<file path="src/rtl/sw_count_ctrl.sv">
// sw_count_ctrl: registered up/down display counter with start/stop, clear and load keys.
// Optional per-key debouncer enabled by defining SW_COUNT_DEBOUNCE_EN.
module sw_count_ctrl #(
    parameter int CLK_HZ    = 50_000_000,
    parameter int TICK_HZ   = 10,
    parameter int MAX       = 999,
    parameter int DB_CYCLES = 1_000_000
) (
    input  logic       clk,
    input  logic       rst_n,
    input  logic [2:0] key_n,
    input  logic [9:0] sw,
    input  logic       dir,
    output logic [9:0] count,
    output logic       running,
    output logic       wrap
);
    localparam int DIV = CLK_HZ / TICK_HZ;
    localparam int PW = $clog2(DIV);
    localparam logic [9:0] MAXV = 10'(MAX);
    localparam logic [PW-1:0] PRE_LAST = PW'(DIV - 1);

    typedef enum logic {STOP, RUN} state_t;

    state_t        state_q, state_d;
    logic [2:0]    s1_q, s2_q, prev_q, lvl, press;
    logic [PW-1:0] pre_q, pre_d;
    logic [9:0]    count_q, count_d;
    logic          wrap_q, wrap_d, tick;

    if (DIV < 2 || MAX < 0 || MAX > 1023 || DB_CYCLES < 1) begin : g_bad_params
        $error("sw_count_ctrl: illegal parameter set");
    end

`ifdef SW_COUNT_DEBOUNCE_EN
    localparam int DW = $clog2(DB_CYCLES + 1);
    localparam logic [DW-1:0] DB_LAST = DW'(DB_CYCLES - 1);

    logic [2:0][DW-1:0] db_q, db_d;
    logic [2:0]         lvl_q, lvl_d;

    // Counter runs only while the synced key disagrees with the accepted level.
    always_comb begin
        for (int i = 0; i < 3; i++) begin
            db_d[i]  = (s2_q[i] == lvl_q[i] || db_q[i] == DB_LAST) ? '0 : db_q[i] + 1'b1;
            lvl_d[i] = (s2_q[i] != lvl_q[i] && db_q[i] == DB_LAST) ? s2_q[i] : lvl_q[i];
        end
    end

    always_ff @(posedge clk or negedge rst_n) begin
        if (!rst_n) begin
            db_q  <= '0;
            lvl_q <= '1;
        end else begin
            db_q  <= db_d;
            lvl_q <= lvl_d;
        end
    end

    assign lvl = lvl_q;
`else
    assign lvl = s2_q;
`endif

    assign press = prev_q & ~lvl;
    assign tick  = state_q == RUN && pre_q == PRE_LAST;

    always_comb begin
        state_d = press[0] ? (state_q == RUN ? STOP : RUN) : state_q;
        pre_d   = (press[1] || press[2]) ? '0 : state_q != RUN ? pre_q : tick ? '0 : pre_q + 1'b1;
        count_d = press[1] ? '0
                : press[2] ? (sw > MAXV ? MAXV : sw)
                : !tick    ? count_q
                : dir      ? (count_q == MAXV ? '0 : count_q + 10'd1)
                :            (count_q == '0 ? MAXV : count_q - 10'd1);
        wrap_d  = tick && !press[1] && !press[2] && (dir ? count_q == MAXV : count_q == '0);
    end

    always_ff @(posedge clk or negedge rst_n) begin
        if (!rst_n) begin
            s1_q    <= '1;
            s2_q    <= '1;
            prev_q  <= '1;
            state_q <= STOP;
            pre_q   <= '0;
            count_q <= '0;
            wrap_q  <= 1'b0;
        end else begin
            s1_q    <= key_n;
            s2_q    <= s1_q;
            prev_q  <= lvl;
            state_q <= state_d;
            pre_q   <= pre_d;
            count_q <= count_d;
            wrap_q  <= wrap_d;
        end
    end

    assign count   = count_q;
    assign running = state_q == RUN;
    assign wrap    = wrap_q;
endmodule
</file>
<file path="config.mk">
export PLATFORM = sky130hd
export DESIGN_NAME = sw_count_ctrl
export DESIGN_NICKNAME = d
export VERILOG_FILES = /design/src/rtl/sw_count_ctrl.sv
export SDC_FILE = /design/constraint.sdc
export NUM_CORES = 1
export LEC_CHECK = 0
export CORE_ASPECT_RATIO = 0.6
export CORE_MARGIN = 1
export CORE_UTILIZATION = 45
export DETAILED_ROUTE_END_ITERATION = 10
export DONT_BUFFER_PORTS = 1
export PLACE_DENSITY_LB_ADDON = 0.05
export SETUP_SLACK_MARGIN = 0.15
export SLEW_MARGIN = 25
export SYNTH_ARGS = -nofsm -noshare
export SYNTH_HDL_FRONTEND = slang
export SYNTH_SLANG_ARGS = --single-unit
</file>
<file path="constraint.sdc">
create_clock -name clk -period 2.7 [get_ports clk]
set_input_delay 0.54 -clock clk [delete_from_list [all_inputs] [get_ports clk]]
set_output_delay 0.54 -clock clk [all_outputs]
set_load 0.01 [all_outputs]
</file>
; Word-level counts from Yosys, hierarchy flattened
; Cells that the tools add are included.
[totals]
out_inout_bits = 12
register_bits = 44
elab_cells = 37
[op_classes]
eq_ne = 2
n_reduce_logical = 10
order_cmp = 1
muxes = 12
n_addsub = 3
n_bitwise = 2
[ops]
columns = cell, count
row1 = 2-to-1 mux 10 bit, 7
row2 = 2-to-1 mux 23 bit, 3
row3 = adder 23 x 1 -> 23 bit (second input constant), 1
row4 = == test 23 bit (second input constant), 1
row5 = adder 10 x 1 -> 10 bit (second input constant), 1
row6 = == test 10 bit (second input constant), 1
row7 = > comparator 10 bit (second input constant), 1
row8 = zero test 10 bit, 1
row9 = subtractor 10 x 1 -> 10 bit (second input constant), 1
row10 = logical AND 1 bit, 4
row11 = AND 3 bit, 1
row12 = inverter 3 bit, 1
row13 = nonzero test 3 bit, 1
row14 = zero test 1 bit, 2
row15 = 2-to-1 mux 1 bit, 2
row16 = nonzero test 2 bit, 1
row17 = logical OR 1 bit, 1

; Logic depth before layout (Yosys ltp)
[depth]
depth_word = 6
mapped_depth = 7

; Least setup slack after synthesis
; No wires, ideal clock.
[synth_path]
path_kind = reg-to-reg
startpoint = register pre_q[0]
endpoint = register pre_q[18]
period_less_slack_ps = 1764
path_stages_with_launch = 8
required_time_ps = 2573
setup_slack_ps = 936
arrival_time_ps = 1637
n_path_buf = 1
setup_ps = 127
cell_sequence = dfrtp_1 -> ha_1 -> nand2_2 -> nor4_4 -> a211oi_2 -> buf_4 -> a21oi_1 -> a21oi_1
[synth_between]
elab_chain_cells = 5
elab_cells_between_ends = 6
classes_between = add/sub (1) / eq/ne (1) / mux (3) / reduce/logical (1)
[synth_rtl]
columns = item, line
row1 = "start, declared", 27  ; logic [PW-1:0] pre_q, pre_d;
row2 = "start signal, assigned", 93  ; pre_q <= pre_d;
row3 = "parallel branches: the longest is 2 deep, another holds adder 23 x 1 -> 23 bit", --
row4 = 2-to-1 mux 23 bit * (3 in a row), 70  ; pre_d = (press[1] || press[2]) ? '0 : state_q != RUN ? pre_q : tick ? '0 : pre_q + 1'b1;
; Every way passes the cells marked *. The select of a mux whose other input is x is not followed.
; A chain may end at the register's enable or synchronous reset.

; Worst setup path after layout
[layout_path]
startpoint = register count_q[0] (netlist: count[0])
endpoint = register count_q[8] (netlist: count[8])
[layout_between]
elab_chain_cells = 6
elab_cells_between_ends = 10
classes_between = add/sub (2) / eq/ne (1) / mux (6) / reduce/logical (1)
[layout_rtl]
columns = item, line
row1 = "start, declared", 28  ; logic [9:0] count_q, count_d;
row2 = "start signal, assigned", 94  ; count_q <= count_d;
row3 = subtractor 10 x 1 -> 10 bit (tied with other cells), 75  ; : (count_q == '0 ? MAXV : count_q - 10'd1);
row4 = 2-to-1 mux 10 bit (on tied branches), "75, 74"
row5 = 2-to-1 mux 10 bit *, 74  ; : dir ? (count_q == MAXV ? '0 : count_q + 10'd1)
row6 = 2-to-1 mux 10 bit *, 73  ; : !tick ? count_q
row7 = 2-to-1 mux 10 bit *, 72  ; : press[2] ? (sw > MAXV ? MAXV : sw)
row8 = 2-to-1 mux 10 bit *, 71  ; count_d = press[1] ? '0
; Every way passes the cells marked *; elsewhere a longest branch is shown, timed or not. The select of a mux whose other input is x is not followed.

==> metrics.md <==
| Metric | Value |
|---|---|
| CTS Root Cell | `clkbuf_8` |
| CTS tree | `built` |
| Initial antenna violation count | `0` |
| Worst-case reg-to-reg path depth | `7` |
| Max Cap Viol | `0` |
| Maximum clock frequency | `around 470 MHz` |
| Synth top area cells | `dfrtp_1, dfstp_2, nand3_1, nand2_1, xnor2_1` |
| Run status | `complete, no violations` |
| Yosys top cell area share | `32.2%` |
| Setup total negative slack | `0 ns` |
| Clock slew at reported path FFs | `about 0.09 ns` |
| Reg2reg start | `count[0]$_DFFE_PN0P_` |
| Layout cells sized above 1 | `13.9%` |
| Worst-path fanout max | `8` |
| Routed vias/inst | `6.23` |
| Setup slack after layout | `between 0.5 and 0.6 ns` |
| Post-route insts no fill | `about 370` |
| Clock skew | `0.00910 ns` |
| Net Switching | `between 500 and 600 µW` |
| Number of diodes | `0` |
| Pint | `~1100 µW` |
| Top layer in use | `met4` |
| # rows | `21` |
| Max-slew violation count | `0` |
| DRT met1 WL | `approximately 3800 µm` |
| RSZ-0062 raised after global routing | `false` |
| Initial core utilization | `approximately 48%` |
| Startpoint types | `register` |
| Worst slew pin tran | `0.551 ns` |
| Chip width | `102 µm` |
| Post-CTS Setup Inserts | `0` |
| Worst Setup End Kind | `register` |
| R2R setup slack | `slightly below 0.6 ns` |
| Drt pass-1 iters | `7` |
| Clock buffer depth | `2` |
| CP Class | `reg2reg` |
| Final Hold Fails | `0` |
| Worst Setup EP | `count[8]$_DFFE_PN0P_` |
| Syn nets | `315` |
| Die height | `62.2 µm` |
| RR Endpoint | `count[8]$_DFFE_PN0P_` |
| Most common cell in the netlist | `dfrtp_1` |
| Later-pin clock latency in the skew report | `0.30 ns` |
| FILL cells | `around 530` |
| Via count | `2330` |
| Tmin final | `about 2.1 ns` |
| Sequential area share after synthesis | `40.9%` |
| EDFF count, synth | `0` |
| Tcrit/Tclk final | `~78%` |
| # DRC | `0` |
| Synth Warn # | `0` |
| CTS buffer count | `5` |
| Max VDD drop | `around 320 µV` |
| Sequential share of power | `50.7%` |
| Synth cell types | `63` |
| Worst Path Arrival | `2.33 ns` |
| #FFs+latches synth | `44` |
| Drt total wl | `7080 µm` |
| Synth top cells by count | `dfrtp_1, nand2_1, nand3_1, nor2_1, a21oi_1` |
| Required @ worst endpoint | `2.92 ns` |
| Final setup viols | `0` |
| GRT overflow | `0` |
| Met3 WL | `838 µm` |
| Slew margin rel. | `between 60% and 70%` |
| H-tree Lvls | `2` |
| Vias in the first global route | `around 2000` |
| Port bufs | `0` |
| Post-synth top flop | `dfrtp_1` |
| Worst min-delay path class | `in2async` |
| Dpl ws | `0.643 ns` |
| Post-CTS sizing | `0` |
| Async S/R FF share, synth | `between 90% and 100%` |
| WL/cell | `18.9 µm` |
| P_leak | `0.00110 µW` |
| Worst Setup SP | `count[0]$_DFFE_PN0P_` |
| Io pins | `28` |
| Power Dens Cells | `564 nW/µm²` |
| Pin count of the biggest net entering global routing | `36` |
| Initial drt markers | `237` |
| Metal2 WL | `2430 µm` |
| All-Layer GR Usage | `24.3%` |
| Net Sw Frac | `34.3%` |
| Area Growth Syn to Fin | `5.85%` |
| Sink Count | `44` |
| Gp weighted congestion | `0.877` |
| Synth area leader | `dfrtp_1` |
| DIE AREA | `6360 µm²` |
| Combinational Power Share | `22.5%` |
| Core Area | `5700 µm²` |
| NumNets Final | `312` |
| Post-Syn Area | `2720 µm²` |
| HPWL after DPL | `5170 µm` |
| Antenna Nets Post-Route | `0` |
| Mean Syn Cell Area | `9.18 µm²` |
| Clock power frac | `26.9%` |
| Placed cells | `about 370` |
| First-pass GRT wire length | `11600 µm` |
| # hold bufs at CTS | `1` |
| Synth Instances | `296` |
-- cell type report --
| type | instances | area (µm²) | share of cell area, % |
|---|---|---|---|
| Sequential cell | 44 | 1110 | 38.7 |
| Tap cell | 80 | 100 | 3.48 |
| Clock buffer | 6 | 82.6 | 2.87 |
| Timing Repair Buffer | 6 | 57.6 | 2.00 |
| Clock inverter | 2 | 10.0 | 0.348 |
| Multi-Input combinational cell | 229 | 1490 | 51.7 |
| Inverter | 7 | 26.3 | 0.914 |
-- through the flow --
stage          cell area (µm²)  util [%]  power, µW  hold slack [ns]
3_5_place_dp              2760      48.5       1180            0.245
3_3_place_gp              2760      48.5       1180            0.245
4_1_cts                   2880      50.4       1630           0.0693
6_report                  2880      50.4       1620           0.0662
2_1_floorplan             2720         -       1090            0.244
5_1_grt                   2880      50.4       1720           0.0539
-- state kept, by name, indices dropped and copies added (netlist names) --
register and count:
count 10, lvl 3, pre_q 23, prev_q 3
running 1, s1_q 3, wrap 1
-- power by group through the flow --
stage | clock network [µW] | registers, µW | logic, µW
2_1_floorplan | 0 | 784 | 305
3_3_place_gp | 0 | 829 | 351
3_5_place_dp | 0 | 833 | 348
4_1_cts | 448 | 820 | 363
5_1_grt | 481 | 832 | 410
6_report | 436 | 821 | 364
-- per-layer routing --
| metal | vias up | global-route usage [%] |
|---|---|---|
| li1 | 1098 | - |
| met3 | 4 | 8.00 |
| met2 | 131 | 26.2 |
| met5 | - | 0 |
| met4 | 0 | 4.29 |
| met1 | 1097 | 43.1 |
-- worst max-delay path: stages, from the launching register on --
cell and delay [ns]:
dfrtp_1 0.49, inv_1 0.12, ha_1 0.20, nor3b_1 0.37, nor3b_1 0.42, or3_1 0.17, nand4_1 0.09, a31oi_1 0.17
-- worst min path at each step --
| stage | from | end | slack [ns] | cells after the start |
|---|---|---|---|---|
| floorplan | rst_n | count[0]$_DFFE_PN0P_ | 0.24 | 0 |
| global placement | rst_n | count[5]$_DFFE_PN0P_ | 0.25 | 0 |
| detailed placement | rst_n | count[5]$_DFFE_PN0P_ | 0.25 | 0 |
| CTS | rst_n | lvl[1]$_DFF_PN1_ | 0.07 | 0 |
| global route | rst_n | lvl[0]$_DFF_PN1_ | 0.05 | 0 |
| finish | rst_n | pre_q[19]$_DFFE_PN0P_ | 0.07 | 1 |
-- cells by family after synthesis --
| family | share of synthesized area (%) |
|---|---|
| flip-flops | 40.9 |
| buffers and inverters | 4.33 |
| multiplexers | 1.11 |
| AND/OR/NAND/NOR | 28.5 |
| AO/OA/AOI/OAI | 18.2 |
| XOR/XNOR | 5.48 |
| adder cells (fa/ha/maj) | 1.38 |
-- placed cells by master, fill, tap and decap left out, types with 3 or more instances in the layout --
cell type   n
dfrtp_1    35
nand2_1    27
nor2_1     22
nand3_1    22
a21oi_1    16
o21ai_0    12
nand4_1    10
xnor2_1    10
dfstp_2     9
inv_1       7
nor3_1      7
xor2_1      7
clkbuf_8    6
a31oi_1     5
o211ai_1    5
buf_4       5
nor4b_1     4
nand2b_1    4
nor2b_1     4
or3_1       4
or2_2       4
nor4_1      4
nor3b_1     3
and2_1      3
and3_1      3
a41oi_1     3
mux2i_1     3
ha_1        3
(Power assumes the default switching activity.)
